[src/rtl/bike_kg_pkg.sv]
// Shared constants for the key-generation datapath: requester ids and the
// polynomial RAM arbiter state encoding.
package bike_kg_pkg;

    localparam int unsigned REQ_G  = 0;
    localparam int unsigned REQ_H0 = 1;
    localparam int unsigned REQ_H1 = 2;
    localparam int unsigned REQ_F  = 3;

    typedef enum logic {
        ST_IDLE = 1'b0,
        ST_OWN  = 1'b1
    } arb_state_e;

endpackage

[src/rtl/arb_pick.sv]
// Combinational winner select for the polynomial RAM arbiter.
// ARB_ROUND_ROBIN_EN defined: search upward from ptr with wrap; otherwise lowest index wins.
module arb_pick #(
    parameter int unsigned NREQ = 4,
    parameter int unsigned IW   = 2
) (
    input  logic [NREQ-1:0] req,
    input  logic [IW-1:0]   ptr,
    output logic [NREQ-1:0] onehot,
    output logic [IW-1:0]   idx
);

    int unsigned start;
    int unsigned cand;
    logic        found;

`ifdef ARB_ROUND_ROBIN_EN
    assign start = 32'(ptr);
`else
    logic ptr_unused;
    assign ptr_unused = ^ptr;
    assign start      = 0;
`endif

    always_comb begin
        onehot = '0;
        idx    = '0;
        found  = 1'b0;
        cand   = 0;
        for (int unsigned k = 0; k < NREQ; k++) begin
            cand = start + k;
            if (cand >= NREQ) begin
                cand = cand - NREQ;
            end
            if (!found && req[cand[IW-1:0]]) begin
                found = 1'b1;
                idx   = cand[IW-1:0];
            end
        end
        onehot[idx] = found;
    end

endmodule

[src/rtl/poly_mem_arbiter.sv]
// Single-port polynomial RAM arbiter: req/gnt ownership FSM, optional lock bursts,
// tagged read-return pipe. ARB_ROUND_ROBIN_EN selects round-robin over fixed priority.
module poly_mem_arbiter
    import bike_kg_pkg::*;
#(
    parameter int unsigned NREQ   = 4,
    parameter int unsigned AW     = 10,
    parameter int unsigned DW     = 32,
    parameter int unsigned RD_LAT = 1
) (
    input  logic               clk,
    input  logic               rst,
    input  logic [NREQ-1:0]    req,
    input  logic [NREQ-1:0]    lock,
    input  logic [NREQ-1:0]    we,
    input  logic [NREQ*AW-1:0] addr,
    input  logic [NREQ*DW-1:0] wdata,
    output logic [NREQ-1:0]    gnt,
    output logic [NREQ-1:0]    rvalid,
    output logic [DW-1:0]      rdata,
    output logic               mem_en,
    output logic               mem_we,
    output logic [AW-1:0]      mem_addr,
    output logic [DW-1:0]      mem_wdata,
    input  logic [DW-1:0]      mem_rdata,
    output logic               busy
);

    localparam int unsigned IW = (NREQ > 1) ? $clog2(NREQ) : 1;

    arb_state_e      state, state_nxt;
    logic [IW-1:0]   owner, owner_nxt;
    logic [NREQ-1:0] gnt_nxt;
    logic [NREQ-1:0] pick_onehot;
    logic [IW-1:0]   pick_idx;
    logic [IW-1:0]   ptr;
    logic            take;
    logic [RD_LAT-1:0] pipe_v;
    logic [IW-1:0]     pipe_tag [RD_LAT];

    arb_pick #(
        .NREQ (NREQ),
        .IW   (IW)
    ) u_pick (
        .req    (req),
        .ptr    (ptr),
        .onehot (pick_onehot),
        .idx    (pick_idx)
    );

`ifdef ARB_ROUND_ROBIN_EN
    always_ff @(posedge clk) begin
        if (rst) begin
            ptr <= '0;
        end else if (take) begin
            ptr <= (pick_idx == IW'(NREQ - 1)) ? '0 : pick_idx + 1'b1;
        end
    end
`else
    assign ptr = '0;
`endif

    // Releasing owner re-arbitrates in the same cycle, so a new grant follows without a bubble.
    always_comb begin
        state_nxt = state;
        owner_nxt = owner;
        gnt_nxt   = gnt;
        take      = 1'b0;
        case (state)
            ST_IDLE: take = |req;
            ST_OWN: begin
                if (!lock[owner]) begin
                    if (|req) begin
                        take = 1'b1;
                    end else begin
                        state_nxt = ST_IDLE;
                        gnt_nxt   = '0;
                    end
                end
            end
            default: state_nxt = ST_IDLE;
        endcase
        if (take) begin
            state_nxt = ST_OWN;
            owner_nxt = pick_idx;
            gnt_nxt   = pick_onehot;
        end
    end

    always_ff @(posedge clk) begin
        if (rst) begin
            state <= ST_IDLE;
            owner <= IW'(REQ_G);
            gnt   <= '0;
        end else begin
            state <= state_nxt;
            owner <= owner_nxt;
            gnt   <= gnt_nxt;
        end
    end

    assign mem_en    = (state == ST_OWN) && req[owner];
    assign mem_we    = mem_en && we[owner];
    assign mem_addr  = addr[owner*AW +: AW];
    assign mem_wdata = wdata[owner*DW +: DW];
    assign busy      = (state == ST_OWN);

    // Tag travels with each read so returns reach the issuer even after an owner change.
    always_ff @(posedge clk) begin
        if (rst) begin
            pipe_v <= '0;
            for (int unsigned s = 0; s < RD_LAT; s++) begin
                pipe_tag[s] <= '0;
            end
        end else begin
            pipe_v[0]   <= mem_en && !mem_we;
            pipe_tag[0] <= owner;
            for (int unsigned s = 1; s < RD_LAT; s++) begin
                pipe_v[s]   <= pipe_v[s-1];
                pipe_tag[s] <= pipe_tag[s-1];
            end
        end
    end

    always_comb begin
        rvalid = '0;
        rvalid[pipe_tag[RD_LAT-1]] = pipe_v[RD_LAT-1];
    end

    assign rdata = mem_rdata;

endmodule

[config.mk]
export PLATFORM = sky130hd
export DESIGN_NAME = poly_mem_arbiter
export DESIGN_NICKNAME = d
export VERILOG_FILES = /design/src/rtl/bike_kg_pkg.sv /design/src/rtl/arb_pick.sv /design/src/rtl/poly_mem_arbiter.sv
export SDC_FILE = /design/constraint.sdc
export NUM_CORES = 1
export LEC_CHECK = 0
export ABC_AREA = 1
export ABC_CLOCK_PERIOD_IN_PS = 1500
export BUFFER_PORTS_ARGS = -buffer_cell sky130_fd_sc_hd__buf_2
export CAP_MARGIN = 10
export CELL_PAD_IN_SITES_DETAIL_PLACEMENT = 0
export CELL_PAD_IN_SITES_GLOBAL_PLACEMENT = 1
export CORE_AREA = 2 2 117 119
export DETAILED_ROUTE_END_ITERATION = 10
export DIE_AREA = 0 0 119 121
export PLACE_DENSITY_LB_ADDON = 0.1
export SETUP_SLACK_MARGIN = 0.1
export SYNTH_ARGS = -nofsm -noshare
export SYNTH_HDL_FRONTEND = slang
export SYNTH_SLANG_ARGS = --single-unit
[constraint.sdc]
create_clock -name clk -period 1.5 [get_ports clk]
set_clock_uncertainty 0.1 [all_clocks]
set_input_delay 0.3 -clock clk [delete_from_list [all_inputs] [get_ports clk]]
set_output_delay 0.3 -clock clk [all_outputs]
set_load 0.03 [all_outputs]
### Yosys cells after proc, flatten, opt, wreduce, memory -nomap -nowiden

Memory sizes are Yosys's and may differ from the RTL's.
Index checks and enable logic that the tools add are counted.

| cells by class | value |
|---|---|
| $mul | 1 |
| order comparisons | 5 |
| equal/unequal tests | 2 |
| shift-type cells | 2 |
| mux-type cells | 32 |
| bitwise gates (word level) | 3 |
| reductions and logical operators | 16 |

Operator list:

| kind | number |
|---|---|
| $shiftx 128x8->32 | 1 |
| $shiftx 40x7->10 | 1 |
| $mux 1 | 19 |
| $mux 4 | 4 |
| $lt 2x3->1 const B | 3 |
| $and 4x4->4 | 2 |
| $logic_and 1x1->1 | 8 |
| $bmux 1 s2 | 3 |
| $mux 2 | 3 |
| $mul 2x3->5 const B | 1 |
| $demux 1 s2 | 2 |
| $ge 2x1->1 const B | 2 |
| $logic_not 1->1 | 4 |
| $ne 2x2->1 const B | 2 |
| $reduce_or 4->1 | 1 |
| $reduce_and 3->1 | 1 |
| $pmux 1 s2 | 1 |
| $reduce_bool 2->1 | 1 |
| $reduce_or 2->1 | 1 |
| $not 1->1 | 1 |

| storage, ports and cells | value |
|---|---|
| register bits after elaboration | 8 |
| RAM bits | 2 |
| input port bits | 214 |
| memories | 1 |

Memories:

| name | depth | bits a word | read ports | clocked after memory_dff | write ports | RTL line | source |
|---|---|---|---|---|---|---|---|
| pipe_tag | 1 | 2 | 1 | 0 | 1 | poly_mem_arbiter.sv:39 | `logic [IW-1:0] pipe_tag [RD_LAT];` |

### Depth between registers and ports, before layout

| depth | value |
|---|---|
| word-level depth | 16 |
| mapped depth | 9 |
| depth with buffers taken out | 8 |

### Hierarchy

Synthesis repeated with hierarchy kept, for this count alone.

| second synthesis, totals | value |
|---|---|
| cell total of the unflattened synthesis | 363 |
| area, all modules | 1986.9 sq um |

Modules (own cells, without submodules):

| module | instances | cells an instance | area an instance (sq um) | sequential area each (sq um) |
|---|---|---|---|---|
| poly_mem_arbiter | 1 | 351 | 1935.6 | 200.2 |
| arb_pick | 1 | 12 | 51.3 | 0.0 |

### Least setup slack after synthesis

OpenSTA, ideal clock, no wires.

| path | value |
|---|---|
| path kind | reg-to-output |
| start | reg owner[0] |
| end | out mem_wdata[10] |
| data arrival time | 1.361 ns |
| data required time | 1.100 ns |
| setup slack | -0.261 ns |
| cell stages (with the launch flop) | 6 |
| path buffers | 3 |
| path through | dfxtp_1 buf_6 buf_4 buf_2 nor2_1 o22ai_1 |

| between the ends | value |
|---|---|
| cells in the longest elaborated chain, start to end | 1 |

Ends and longest elaborated chain:

| element | RTL line | source |
|---|---|---|
| start: declaration | poly_mem_arbiter.sv:32 | `logic [IW-1:0] owner, owner_nxt;` |
| start signal: assignment | poly_mem_arbiter.sv:93 | `owner <= IW'(REQ_G);` |
| start signal: assignment | poly_mem_arbiter.sv:97 | `owner <= owner_nxt;` |
| $shiftx 128x8->32 | poly_mem_arbiter.sv:105 | `assign mem_wdata = wdata[owner*DW +: DW];` |
| end: declaration | poly_mem_arbiter.sv:24 | `output logic [DW-1:0] mem_wdata,` |

Every way passes these cells.

### Worst setup path after layout

| path | value |
|---|---|
| start | reg owner[1] |
| end | out mem_we |

| between the ends | value |
|---|---|
| cells in the longest elaborated chain, start to end | 4 |
| elaborated cells on any way between the ends | 6 |

Ends and longest elaborated chain:

| element | RTL line | source |
|---|---|---|
| $bmux 1 s2 | poly_mem_arbiter.sv:102 | `assign mem_en = (state == ST_OWN) && req[owner];` |
| $mux 1 (not written as such) | poly_mem_arbiter.sv:102 |  |
| $logic_and 1x1->1 | poly_mem_arbiter.sv:102 |  |
| $logic_and 1x1->1 (*) | poly_mem_arbiter.sv:103 | `assign mem_we = mem_en && we[owner];` |
| end: declaration | poly_mem_arbiter.sv:22 | `output logic mem_we,` |

Every way passes the cells marked *; elsewhere a longest branch is shown, timed or not. The select of a mux whose other input is x is not followed.

==> flow_summary.json <==
{
  "status": "finished, violations left",
  "failed_checks": "negative setup slack",
  "final_nets": 797,
  "grt_pass1_vias": 3649,
  "max_freq_ghz": 0.5436,
  "dpl_worst_slack_ps": -154.3,
  "hold_viol": 0,
  "nFillCells": 1377,
  "slew_viol_final": 0,
  "max-cap-violations": 0,
  "vias": 3397,
  "hp-class": "primary input to flip-flop",
  "worst-slew-pin-transition_ps": 337.0,
  "ys_seq_elements": 10,
  "ant_nets": 0,
  "grtUsageTotal": 0.1556,
  "finalInstanceArea_um2": 4858,
  "port_buffers": 234,
  "dr.pass1.iters": 4,
  "clk_latency_ps": 240,
  "core_um2": 13090,
  "grt_pass1_wl_um": 18490,
  "antenna_cells": 0,
  "synthToLayoutAreaGrowth_pct": 148.1,
  "syn_nets": 571,
  "drc": 0,
  "fp.dieH_um": 121,
  "grt_max_degree": 32,
  "synthArstFlopShare": 0,
  "worst_hold_slack_ps": 262.0,
  "criticalPathCategory": "flip-flop to primary output",
  "cts_made_buffers": 3,
  "placed_area_um2": 3852,
  "wl_per_cell_um": 15.91,
  "synthFlopType": "dfxtp_1",
  "num_rows": 42,
  "worst_slack_ps": -339.7,
  "internal-power_mw": 2.014,
  "ir_drop_uv": 563.5,
  "ys.warnings.count": 0,
  "via_per_inst": 4.482,
  "cts.sinks": 10,
  "gr-total-overflow": 0,
  "antenna_found_initial": 0,
  "p_sw_mw": 1.660,
  "gp_congestion": 0.7915,
  "htreeDepth": 1,
  "finalSetupViolCount": 51,
  "start_kind": "flip-flop",
  "avgSynthCellArea_um2": 5.485,
  "cts.clk_slew.worst_paths_ps": 40,
  "routed_wl_um": 12060,
  "yosysUniqueCellTypes": 21,
  "ctsHoldBuffers": 0,
  "synth_edf_count": 0,
  "pwr_density_cell_nw_per_um2": 756.1,
  "period_needed_ps": 1840,
  "p_clk_frac": 0.143,
  "crit_path_end_kind": "primary output",
  "worstPathArrival_ps": 1440,
  "period_share": 1.226,
  "switching_share": 0.4518,
  "p_leak_nw": 2.175,
  "die_area_um2": 14400,
  "cts_max_path_buffers": 2,
  "synth.yosys.seq_area_share": 0.1022,
  "ios": 299,
  "relSlewSlack": 0.7730,
  "required_ps": 1100,
  "critical_path.max_fanout": 17,
  "cts_tree": "yes",
  "synth_area_um2": 1958,
  "die_w_um": 119,
  "hpwlAfterDp_um": 9000,
  "comb_power_share": 0.772,
  "power_frac_seq": 0.084,
  "layout-drive-gt1-share": 0.7302,
  "initial_core_util": 0.1496,
  "drtIter0Drc": 57,
  "synthesis.instances": 357,
  "rsz0062_at_grt": "true",
  "ctsRootBufferMaster": "clkbuf_16"
}
path summary, 6_finish.rpt:
path	cells past startpoint	slack (ps)	endpoint	from
hold / removal	2	260	busy$_SDFF_PP0_	rst
hold reg to reg	2	380	gnt[2]$_SDFFE_PP0P_	gnt[2]$_SDFFE_PP0P_
setup / recovery	5	-340	mem_we	owner[1]$_SDFFE_PP0P_
setup reg to reg	8	-60	pipe_v$_SDFF_PP0_	owner[0]$_SDFFE_PP0P_
synthesized netlist by cell type, types with 5 or more instances:
master,number,area share
nor3_1,5,0.013
clkbuf_1,13,0.025
nand2_1,12,0.023
nand3_1,10,0.026
buf_4,37,0.14
dfxtp_1,10,0.10
nor2_1,90,0.17
o21ai_0,88,0.22
buf_2,7,0.018
o22ai_1,43,0.14
inv_1,19,0.036
a21oi_1,8,0.020
logic make-up after synthesis:
kind of cell / count (synthesis) / share of synthesized area
buf+inv: 81 / 0.2396
simple gates: 126 / 0.2716
flops: 10 / 0.1022
compound gates: 140 / 0.3866
flip-flops by register name, summed over array words and instances, names as in the netlist:
signal / flops
owner: 2
pipe_v: 1
busy: 1
gnt: 4
pipe_tag: 2
power by group through the flow:
stage               Clock (mW)  Sequential, mW  Combinational (mW)
detailed placement           0           0.311                2.19
finish                   0.527           0.309                2.84
CTS                      0.544           0.309                2.65
global placement             0           0.309                2.17
floorplan                    0           0.317                1.64
global route             0.550           0.314                3.02
metrics by stage:
| stage | std cells | setup TNS [ps] | power (mW) | utilization |
|---|---|---|---|---|
| 6_report | 758 | -11880 | 3.674 | 0.3713 |
| 3_5_place_dp | 737 | -5106 | 2.496 | 0.2944 |
| 5_1_grt | 758 | -15360 | 3.888 | 0.3713 |
| 3_3_place_gp | 737 | -4202 | 2.480 | 0.2944 |
| 4_1_cts | 754 | -12970 | 3.504 | 0.3486 |
| 2_1_floorplan | 357 | 0 | 1.957 | - |
worst max-delay path: stages, from the launching register on:
cell and delay (ps):
dfxtp_4 390, buf_12 180, o21ai_0 110, o22ai_1 220, and2_4 180, buf_6 120
per-layer routing:
metal / part of all wire / vias to the layer above / wire, um / global-route usage
li1: - / 1657 / - / -
met4: 0.013 / 0 / 154 / 0.03199
met2: 0.55 / 129 / 6572 / 0.3035
met5: 0 / - / 0 / 0
met3: 0.057 / 16 / 689 / 0.02397
met1: 0.38 / 1595 / 4642 / 0.1775
area by class of cell:
class	count	area, um2	share of cell area
inverters	20	80.08	0.01648
flip-flops and latches	10	210.2	0.04327
repair buffers	281	2049	0.4218
clock buffers	4	88.84	0.01828
multi-input cells	267	2210	0.4548
well taps	176	220.2	0.04533
cell usage in the layout, fill, tap and decap left out:
master,n
o22ai_1,1
nor2_1,60
dfxtp_2,2
nand2_1,10
buf_12,9
buf_8,1
nand3_1,7
o21ai_2,30
dfxtp_1,6
nand3_4,2
buf_2,186
and2_4,1
clkbuf_16,6
nand2_4,3
buf_4,33
nand2_2,4
inv_6,1
inv_1,15
dfxtp_4,2
nor2_2,27
buf_6,46
nand3_2,3
nor3_2,5
o21ai_4,6
o22ai_2,3
o211ai_1,1
o21ai_1,48
a21oi_2,3
nor2_4,5
a21oi_1,5
o22ai_4,39
inv_2,4
clkbuf_8,1
o21ai_0,4
buf_16,3
repair_timing:
action,in CTS,in global routing
buffers inserted,9,1
resized for setup,167,78
gates cloned,4,3
pin swaps,6,5
setup endpoints to repair,53,56
Power figures use the tool's default switching activity.
